==> config.mk <==
export PLATFORM = sky130hd
export DESIGN_NAME = btn_event_arbiter
export DESIGN_NICKNAME = d
export VERILOG_FILES = /design/src/rtl/btn_event_arbiter_pkg.sv /design/src/rtl/btn_event_arbiter_classifier.sv /design/src/rtl/btn_event_arbiter.sv
export SDC_FILE = /design/constraint.sdc
export NUM_CORES = 1
export LEC_CHECK = 0
export BUFFER_PORTS_ARGS = -buffer_cell sky130_fd_sc_hd__buf_2
export CORE_AREA = 4 4 54 56
export CTS_CLUSTER_SIZE = 12
export DETAILED_ROUTE_END_ITERATION = 8
export DIE_AREA = 0 0 58 60
export GPL_TIMING_DRIVEN = 0
export PLACE_DENSITY = 0.57
export SLEW_MARGIN = 10
export SYNTH_ARGS = -nofsm -noshare
export SYNTH_HDL_FRONTEND = slang
export SYNTH_SLANG_ARGS = --single-unit
==> constraint.sdc <==
create_clock -name sys_clk -period 2.65 [get_ports sys_clk]
set_input_delay 0.265 -clock sys_clk [delete_from_list [all_inputs] [get_ports sys_clk]]
set_output_delay 0.265 -clock sys_clk [all_outputs]
set_load 0.05 [all_outputs]
==> src/rtl/btn_event_arbiter_pkg.sv <==
// -----------------------------------------------------------------------------
// btn_event_arbiter_pkg
// Shared types for the button event path: the per-channel press classifier
// FSM state encoding and the press event type encoding.
// -----------------------------------------------------------------------------
package btn_event_arbiter_pkg;

    // Per-channel press classifier states
    typedef enum logic [1:0] {
        ST_IDLE    = 2'd0,
        ST_PRESSED = 2'd1,
        ST_HELD    = 2'd2
    } btn_state_e;

    // Event type carried on evt_long
    typedef enum logic {
        EVT_SHORT = 1'b0,
        EVT_LONG  = 1'b1
    } evt_type_e;

    // Round-robin successor of a channel index, wrapping at num_btns
    function automatic int unsigned rr_succ(input int unsigned idx, input int unsigned num_btns);
        int unsigned nxt;
        if (idx + 32'd1 >= num_btns) begin
            nxt = 32'd0;
        end else begin
            nxt = idx + 32'd1;
        end
        return nxt;
    endfunction

endpackage

==> src/rtl/btn_event_arbiter_classifier.sv <==
// -----------------------------------------------------------------------------
// btn_press_classifier
// Turns one debounced button level into a single-cycle event strobe plus
// event type (short/long). The strobe is combinational from the current state
// and the sampled edge, so the parent's pending slot is written on the same
// clock edge that samples the release (or the long-press threshold).
//
// Optional feature macro: BTN_EVT_LONG_PRESS_EN
//   defined     : hold counter + HELD state, long event raised once at
//                 LONG_CYCLES, no event on release from HELD.
//   not defined : no counter, every release gives a short event.
//
// Ports:
//   clk        in   clock
//   rst        in   asynchronous active-high reset
//   btn_in     in   debounced button level, 1 = pressed
//   evt_stb    out  one-cycle event strobe
//   evt_type   out  event type (0 = short, 1 = long), valid with evt_stb
// -----------------------------------------------------------------------------
module btn_press_classifier
    import btn_event_arbiter_pkg::*;
#(
    parameter int LONG_CYCLES = 12000
) (
    input  logic clk,
    input  logic rst,
    input  logic btn_in,
    output logic evt_stb,
    output logic evt_type
);

    logic       btn_q_r;
    logic       press_s;
    logic       release_s;
    btn_state_e state_r;
    btn_state_e state_s;

    assign press_s   = btn_in & ~btn_q_r;
    assign release_s = ~btn_in & btn_q_r;

    // Registered copy of the button level for edge detection
    always_ff @(posedge clk or posedge rst) begin
        if (rst) begin
            btn_q_r <= 1'b0;
        end else begin
            btn_q_r <= btn_in;
        end
    end

`ifdef BTN_EVT_LONG_PRESS_EN

    localparam int              CW       = $clog2(LONG_CYCLES + 1);
    localparam logic [CW-1:0]   CNT_MAX  = CW'(LONG_CYCLES);
    localparam logic [CW-1:0]   CNT_LAST = CW'(LONG_CYCLES - 1);

    logic [CW-1:0] cnt_r;
    logic [CW-1:0] cnt_s;

    // State and hold-counter registers
    always_ff @(posedge clk or posedge rst) begin
        if (rst) begin
            state_r <= ST_IDLE;
            cnt_r   <= '0;
        end else begin
            state_r <= state_s;
            cnt_r   <= cnt_s;
        end
    end

    // Next-state and counter logic; counter saturates at LONG_CYCLES
    always_comb begin
        state_s = state_r;
        cnt_s   = cnt_r;
        case (state_r)
            ST_IDLE: begin
                if (press_s) begin
                    state_s = ST_PRESSED;
                    cnt_s   = '0;
                end else begin
                    state_s = ST_IDLE;
                end
            end
            ST_PRESSED: begin
                if (release_s) begin
                    state_s = ST_IDLE;
                end else begin
                    if (cnt_r < CNT_MAX) begin
                        cnt_s = cnt_r + CW'(1);
                    end else begin
                        cnt_s = CNT_MAX;
                    end
                    // Counter reaches LONG_CYCLES on this edge
                    if (cnt_r == CNT_LAST) begin
                        state_s = ST_HELD;
                    end else begin
                        state_s = ST_PRESSED;
                    end
                end
            end
            ST_HELD: begin
                if (release_s) begin
                    state_s = ST_IDLE;
                end else begin
                    state_s = ST_HELD;
                end
            end
            default: begin
                state_s = ST_IDLE;
                cnt_s   = '0;
            end
        endcase
    end

    // Event strobe: release wins over reaching the threshold in the same cycle
    always_comb begin
        evt_stb  = 1'b0;
        evt_type = EVT_SHORT;
        case (state_r)
            ST_PRESSED: begin
                if (release_s) begin
                    evt_stb  = 1'b1;
                    evt_type = EVT_SHORT;
                end else if (cnt_r == CNT_LAST) begin
                    evt_stb  = 1'b1;
                    evt_type = EVT_LONG;
                end else begin
                    evt_stb  = 1'b0;
                end
            end
            default: begin
                evt_stb  = 1'b0;
                evt_type = EVT_SHORT;
            end
        endcase
    end

`else

    // State register
    always_ff @(posedge clk or posedge rst) begin
        if (rst) begin
            state_r <= ST_IDLE;
        end else begin
            state_r <= state_s;
        end
    end

    // Next-state logic: press/release toggling only
    always_comb begin
        state_s = state_r;
        case (state_r)
            ST_IDLE: begin
                if (press_s) begin
                    state_s = ST_PRESSED;
                end else begin
                    state_s = ST_IDLE;
                end
            end
            ST_PRESSED: begin
                if (release_s) begin
                    state_s = ST_IDLE;
                end else begin
                    state_s = ST_PRESSED;
                end
            end
            default: begin
                state_s = ST_IDLE;
            end
        endcase
    end

    // Event strobe: every release is a short press
    always_comb begin
        evt_stb  = 1'b0;
        evt_type = EVT_SHORT;
        case (state_r)
            ST_PRESSED: begin
                if (release_s) begin
                    evt_stb = 1'b1;
                end else begin
                    evt_stb = 1'b0;
                end
            end
            default: begin
                evt_stb = 1'b0;
            end
        endcase
    end

`endif

endmodule

==> src/rtl/btn_event_arbiter.sv <==
// -----------------------------------------------------------------------------
// btn_event_arbiter
// Converts debounced button levels into short/long press events and
// serialises them onto one valid/ready port. One btn_press_classifier per
// channel; this level holds a one-deep pending slot and sticky overrun bit per
// channel, a round-robin arbiter and the registered output stage.
//
// Optional feature macro: BTN_EVT_LONG_PRESS_EN (long-press classification).
// Without it evt_long is always 0 and LONG_PRESS_MS has no effect.
//
// Ports:
//   sys_clk      in   system clock
//   rst          in   asynchronous active-high reset
//   btn_in       in   [NUM_BTNS] debounced levels, 1 = pressed
//   evt_valid    out  event available
//   evt_ready    in   consumer accepts when high with evt_valid
//   evt_id       out  [$clog2(NUM_BTNS)] channel of the event
//   evt_long     out  1 = long press, 0 = short press
//   evt_overrun  out  an earlier event of this channel was overwritten
// -----------------------------------------------------------------------------
module btn_event_arbiter
    import btn_event_arbiter_pkg::*;
#(
    parameter int NUM_BTNS      = 4,
    parameter int SYS_CLK_HZ    = 12_000_000,
    parameter int LONG_PRESS_MS = 1000
) (
    input  logic                        sys_clk,
    input  logic                        rst,
    input  logic [NUM_BTNS-1:0]         btn_in,
    output logic                        evt_valid,
    input  logic                        evt_ready,
    output logic [$clog2(NUM_BTNS)-1:0] evt_id,
    output logic                        evt_long,
    output logic                        evt_overrun
);

    localparam int IDW         = $clog2(NUM_BTNS);
    localparam int LONG_CYCLES = SYS_CLK_HZ / 1000 * LONG_PRESS_MS;

    logic [NUM_BTNS-1:0] stb_s;
    logic [NUM_BTNS-1:0] type_s;
    logic [NUM_BTNS-1:0] pending_r;
    logic [NUM_BTNS-1:0] long_r;
    logic [NUM_BTNS-1:0] ovr_r;
    logic [NUM_BTNS-1:0] grant_s;
    logic [IDW-1:0]      rr_ptr_r;
    logic [IDW-1:0]      gnt_idx_s;
    logic                found_s;
    logic                load_s;
    logic                evt_valid_r;
    logic [IDW-1:0]      evt_id_r;
    logic                evt_long_r;
    logic                evt_overrun_r;

    genvar g;
    generate
        for (g = 0; g < NUM_BTNS; g++) begin : g_chan
            btn_press_classifier #(
                .LONG_CYCLES (LONG_CYCLES)
            ) u_classifier (
                .clk      (sys_clk),
                .rst      (rst),
                .btn_in   (btn_in[g]),
                .evt_stb  (stb_s[g]),
                .evt_type (type_s[g])
            );
        end
    endgenerate

    // Output stage is free when empty or being accepted this cycle
    assign load_s = ~evt_valid_r | evt_ready;

    // Round-robin search starting at rr_ptr for the first pending channel
    always_comb begin
        int unsigned   idx_v;
        logic [IDW-1:0] sel_v;
        found_s   = 1'b0;
        gnt_idx_s = '0;
        grant_s   = '0;
        for (int i = 0; i < NUM_BTNS; i++) begin
            idx_v = (32'(rr_ptr_r) + 32'(i)) % 32'(NUM_BTNS);
            sel_v = IDW'(idx_v);
            if (!found_s && pending_r[sel_v]) begin
                found_s   = 1'b1;
                gnt_idx_s = sel_v;
            end else begin
                found_s   = found_s;
            end
        end
        if (load_s && found_s) begin
            grant_s[gnt_idx_s] = 1'b1;
        end else begin
            grant_s = '0;
        end
    end

    // Pending slots and sticky overrun bits; a new event beats a grant clear
    always_ff @(posedge sys_clk or posedge rst) begin
        if (rst) begin
            pending_r <= '0;
            long_r    <= '0;
            ovr_r     <= '0;
        end else begin
            for (int c = 0; c < NUM_BTNS; c++) begin
                if (stb_s[c]) begin
                    pending_r[c] <= 1'b1;
                    long_r[c]    <= type_s[c];
                    if (grant_s[c]) begin
                        // Old event leaves with its own overrun flag
                        ovr_r[c] <= 1'b0;
                    end else begin
                        ovr_r[c] <= ovr_r[c] | pending_r[c];
                    end
                end else if (grant_s[c]) begin
                    pending_r[c] <= 1'b0;
                    ovr_r[c]     <= 1'b0;
                end else begin
                    pending_r[c] <= pending_r[c];
                end
            end
        end
    end

    // Output register and round-robin pointer
    always_ff @(posedge sys_clk or posedge rst) begin
        if (rst) begin
            evt_valid_r   <= 1'b0;
            evt_id_r      <= '0;
            evt_long_r    <= 1'b0;
            evt_overrun_r <= 1'b0;
            rr_ptr_r      <= '0;
        end else if (load_s) begin
            evt_valid_r <= found_s;
            if (found_s) begin
                evt_id_r      <= gnt_idx_s;
                evt_long_r    <= long_r[gnt_idx_s];
                evt_overrun_r <= ovr_r[gnt_idx_s];
                rr_ptr_r      <= IDW'(rr_succ(32'(gnt_idx_s), 32'(NUM_BTNS)));
            end else begin
                rr_ptr_r <= rr_ptr_r;
            end
        end else begin
            evt_valid_r <= evt_valid_r;
        end
    end

    assign evt_valid   = evt_valid_r;
    assign evt_id      = evt_id_r;
    assign evt_long    = evt_long_r;
    assign evt_overrun = evt_overrun_r;

endmodule

======== Word level (Yosys, flattened, before mapping) ========
Index checks and enable logic that the tools add are counted.
word-level totals
  ROM bits ................................ 0
  memory bits (writable) .................. 0
  bits of input ports ..................... 7
  bits in latches ......................... 0
  logic and storage cells ................. 135
  flip-flop bits (word level) ............. 27
  memories ................................ 0
cells by class
  add/sub/neg operators ................... 4
  shifts and indexed selects .............. 0
  bitwise logic cells ..................... 22
  eq/ne operators ......................... 4
  divide/modulo/power cells ............... 0
  multiply operators ...................... 0
  reductions and logical operators ........ 17
  $lt $le $gt $ge ......................... 7
  mux-type cells .......................... 60
operators with widths
  kind                                                 number
  two-way mux 1 bit                                    43
  case mux 2 bit (2 select lines)                      4
  < comparator 2 x 3 -> 1 bit, second input constant   5
  binary-select mux 1 bit (select 2 bit)               6
  two-way mux 2 bit                                    5
  inverter 1 bit                                       9
  bitwise AND 1 bit                                    8
  equality test 2 x 1 -> 1 bit, second input constant  4
  logical NOT 2 bit                                    4
  nonzero test 2 bit                                   4
  logical AND 1 bit                                    5
  bitwise OR 1 bit                                     5
  adder 2 bit, second input constant                   2
  two-way mux 4 bit                                    1
  adder 2 x 1 -> 3 bit, second input constant          1
  >= comparator 3 bit, second input constant           1
  logical NOT 1 bit                                    3
  adder 2 x 1 -> 2 bit, second input constant          1
  demux 1 bit (select 2 bit)                           1
  >= comparator 2 x 1 -> 1 bit, second input constant  1
  AND reduction 2 bit                                  1

======== Longest topological paths before layout ========
  depth in word-level cells ............... 19
  mapped depth ............................ 7
  depth with buffers taken out ............ 7

======== Cells and area by module ========
From an unflattened synthesis, not the netlist that was laid out.
second synthesis, totals
  cells, all modules ...................... 128
  area total of the unflattened synthesis .. 1306.3 µm²
by module, submodules not included
  module                times used  area an instance (µm²)  sequential area each (µm²)  cells an instance
  btn_event_arbiter     1           955.9                   475.5                       92
  btn_press_classifier  4           87.6                    50.0                        9

======== Least setup slack after synthesis ========
OpenSTA, ideal clock, no wires.
  kind .................................... reg2reg
  from .................................... register pending_r[0]
  to ...................................... register pending_r[3]
  setup time .............................. 0.127 ns
  period minus slack after synthesis ...... 1.697 ns
  arrival time ............................ 1.569 ns
  stages on the path, launching flop included .. 8
  data required time ...................... 2.523 ns
  slack ................................... 0.953 ns
  cell sequence ........................... dfrtp_1 -> and2b_4 -> a2111oi_4 -> nor2_2 -> inv_1 -> ha_1 -> a21oi_1 -> or2_2
between the ends
  word-level cells in the longest chain between the ends .. 18
ends and longest elaborated chain
  element                                                                                            RTL line                  source
  start, declared                                                                                    btn_event_arbiter.sv:43   logic [NUM_BTNS-1:0] pending_r;
  start signal, assigned by index                                                                    btn_event_arbiter.sv:119  pending_r[c] <= pending_r[c];
  binary-select mux 1 bit (select 2 bit)                                                             btn_event_arbiter.sv:84   if (!found_s && pending_r[sel_v]) begin
  two-way mux 1 bit (not written as such)                                                            btn_event_arbiter.sv:84
  two-way mux 1 bit                                                                                  btn_event_arbiter.sv:84
  logical NOT 1 bit                                                                                  btn_event_arbiter.sv:84
  logical AND 1 bit                                                                                  btn_event_arbiter.sv:84
  two-way mux 1 bit                                                                                  btn_event_arbiter.sv:84
  logical NOT 1 bit                                                                                  btn_event_arbiter.sv:84
  logical AND 1 bit                                                                                  btn_event_arbiter.sv:84
  (+2 left out)                                                                                      -
  logical AND 1 bit                                                                                  btn_event_arbiter.sv:84
  two-way mux 2 bit                                                                                  btn_event_arbiter.sv:84
  < comparator 2 x 3 -> 1 bit (not written as such) or >= comparator 2 x 1 -> 1 bit (tied branches)  btn_event_arbiter.sv:92   grant_s[gnt_idx_s] = 1'b1;
  logical AND 1 bit (not written as such)                                                            btn_event_arbiter.sv:92
  two-way mux 1 bit (not written as such)                                                            btn_event_arbiter.sv:92
  demux 1 bit (select 2 bit)                                                                         btn_event_arbiter.sv:92
  two-way mux 4 bit *                                                                                btn_event_arbiter.sv:91   if (load_s && found_s) begin
  nonzero test 2 bit (no source line) *                                                              -
Every way passes the cells marked *; elsewhere a longest branch is shown, timed or not. The select of a mux whose other input is x is not followed.
A chain may end at the register's enable or synchronous reset.

======== Final worst setup path ========
  from .................................... register pending_r[3]
  to ...................................... register pending_r[3]
The elaborated chain is that of the path after synthesis.

==> summary.md <==
| Metric | Value |
|---|---|
| CTS resizes | `0` |
| Syn Nets | `102` |
| DR vias/cell | `5.08` |
| Fmax | `522 MHz` |
| Reg2Reg Depth | `7` |
| CTS Buffer Depth | `2` |
| Avg Inst Size Synth | `10.4 µm²` |
| Final net count | `117` |
| Seq/Total Area, Yosys | `56.4%` |
| Width of the chip | `58 µm` |
| Synth-to-layout area growth | `14.4%` |
| Diode count | `0` |
| IO Count | `12` |
| Final hold violations | `0` |
| Starting density of the core | `40.1%` |
| IO buf count | `10` |
| Setup violations, final | `0` |
| RePlAce Congestion | `0.869` |
| Final min period | `1920 ps` |
| Initial DRC Count | `26` |
| Post-synth top area cell | `dfrtp_1` |
| MaxCap Viol Count | `0` |
| Initial antenna violation count | `0` |
| Final setup TNS | `0 ps` |
| H-tree depth | `1` |
| Number of buffers created by CTS | `3` |
| Clock-pin slew on the worst setup and hold paths | `120 ps` |
| Pre-antenna DRT Iters | `4` |
| Maximum vdd ir drop | `0.611 mV` |
| Status | `completed` |
| Post-synth top cells | `dfrtp_1 (22), nand2_1 (14), inv_1 (11)` |
| Critical Path Fanout Max | `8` |
| Cell area after layout | `1120 µm²` |
| Vias after detailed routing | `701` |
| CP Data Required Time | `2860 ps` |
| Clk Latency, worst-skew pair | `310 ps` |
| Post-route DRC | `0` |
| Overall global routing resource usage | `11.6%` |
| RR Startpoint | `pending_r[3]$_DFFE_PP0P_` |
| Slew @ Worst Pin | `791 ps` |
| Post-synth cell types | `28` |
| GR Overflow Total | `0` |
| Vias in the first global route | `701` |
| Reg2Reg Setup Slack | `730 ps` |
| Worst Setup Start Kind | `flop` |
| Share of the synthesized area in the top cell type | `56.4%` |
| RSZ-0062 raised after global routing | `false` |
| Non-Filler Instances | `138` |
| Rows | `18` |
| Core Util, Final | `45.9%` |
| WL final | `1720 µm` |
| Ys async rst share | `100%` |
| Most used DFF post-synth | `dfrtp_1` |
| First-pass GRT wire length | `3050 µm` |
| Synth top area cells | `dfrtp_1 (56%), nand2_1 (5.4%), a21oi_1 (4.6%), inv_1 (4.2%), maj3_1 (4.1%)` |
| Detailed placer's ending HPWL | `1270 µm` |
| Die area | `3480 µm²` |
| Max Slew Vio Count | `0` |
| Post-synth EDFFs | `0` |
| Share of layout cells above drive strength 1 | `19.4%` |
| CP endpoint | `pending_r[3]$_DFFE_PP0P_` |
| Cells after synthesis | `94` |
| Post-CTS Hold Fix Bufs | `0` |
| Crit. Startpoint | `pending_r[3]$_DFFE_PP0P_` |
| Die height | `60 µm` |
| Post-DP Area | `1060 µm²` |
| WL/cell | `12.4 µm` |
| Root buf cell | `clkbuf_4` |
| # placed instances | `134` |
| PD cells | `1230 nW/µm²` |
| Post-DRT Antenna Nets | `0` |
| CTS tree | `done` |
| Fin crit share | `72.3%` |
| Largest net degree at the start of global routing | `23` |
| Final Total Pwr | `1.37 mW` |
| Worst Skew | `7.42 ps` |
| End of the worst register-to-register path | `pending_r[3]$_DFFE_PP0P_` |
| Type of the worst min-delay path | `input pin to async pin` |
| WP data arrival | `2120 ps` |
| Crit. End Element | `flop` |
| #FFs+latches synth | `22` |
| Clock sink count | `22` |
| Top-count cell post-synth | `dfrtp_1` |
| Slew headroom | `47.2%` |
| Cell area after synthesis | `976 µm²` |
| Yosys warns | `0` |
| Core area | `2430 µm²` |
| LEAKAGE | `0.547 nW` |
| Post-CTS setup buffers | `0` |
| Start-to-end type of the worst setup path | `flop to flop` |
metrics by stage:
step / hold WS (ps) / setup slack [ps]
after detailed placement: 404 / 769
after global placement: 402 / 796
after floorplan: 254 / 953
after global routing: 65.5 / 564
after CTS: 70.3 / 751
final: 81.6 / 735
critical path: stages, from the launching register on:
cell and delay [ps]:
dfrtp_1 470, inv_1 110, a221oi_1 450, nor2_2 170
inv_1 90, ha_1 170, a21oi_1 60, or2_2 290
cells in the final DEF, fill, tap and decap left out, types with 2 or more instances in the layout:
master and count:
nand3_1 2, inv_1 11, a21o_1 3, nor2_1 7, dfrtp_1 22, a31oi_1 2
o21ai_0 2, nand2_1 14, maj3_1 4, buf_2 10, clkbuf_4 3, a21oi_1 9
cells by family (layout without fill, tap and decap cells):
logic type	count (synthesis)	in the layout	share of synthesized area, %
adder cells (fa/ha/maj)	5	5	5.38
AO/OA/AOI/OAI	24	24	17.8
AND/OR/NAND/NOR	29	29	14.0
multiplexers	1	1	1.03
other	1	1	0.384
buffers and inverters	12	26	5.00
flip-flops	22	22	56.4
worst min path at each step:
stage / from / to / slack, ps / depth (start not counted)
6_report: rst / g_chan[0].u_classifier.state_r[0]$_DFF_PP0_ / 80 / 2
5_1_grt: btn_in[2] / g_chan[2].u_classifier.btn_q_r$_DFF_PP0_ / 70 / 1
4_1_cts: btn_in[0] / g_chan[0].u_classifier.btn_q_r$_DFF_PP0_ / 70 / 1
3_5_place_dp: btn_in[2] / g_chan[2].u_classifier.btn_q_r$_DFF_PP0_ / 400 / 1
3_3_place_gp: btn_in[2] / g_chan[2].u_classifier.btn_q_r$_DFF_PP0_ / 400 / 1
2_1_floorplan: rst / evt_id[0]$_DFFE_PP0P_ / 250 / 1
power breakdown:
part	switching, mW	total, mW	internal (mW)
sequential	0.107	0.550	0.443
clock	0.0999	0.253	0.153
combinational	0.353	0.570	0.217
registers in the layout, summed over array words and instances, names as in the netlist:
signal and flops:
evt_valid 1, evt_overrun 1, evt_id 2, pending_r 4, g_chan.u_classifier.state_r 4, g_chan.u_classifier.btn_q_r 4, ovr_r 4, rr_ptr_r 2
area by class of cell:
type                            count  area [µm²]
Clock buffer                        3        22.5
Multi-Input combinational cell     60         377
Clock inverter                      1        30.0
Sequential cell                    22         551
Inverter                           11        41.3
Fill cell                         250        1320
Buffer                              1        7.51
Tap cell                           30        37.5
Timing Repair Buffer               10        50.0
routing by layer:
metal / wire (µm) / up-vias / track usage [%]
met5: 0 / - / 0
met4: 15 / 0 / 6.95
met3: 56 / 2 / 2.59
met2: 813 / 12 / 17.7
met1: 829 / 337 / 15.1
li1: - / 350 / -
(Power assumes the default switching activity.)
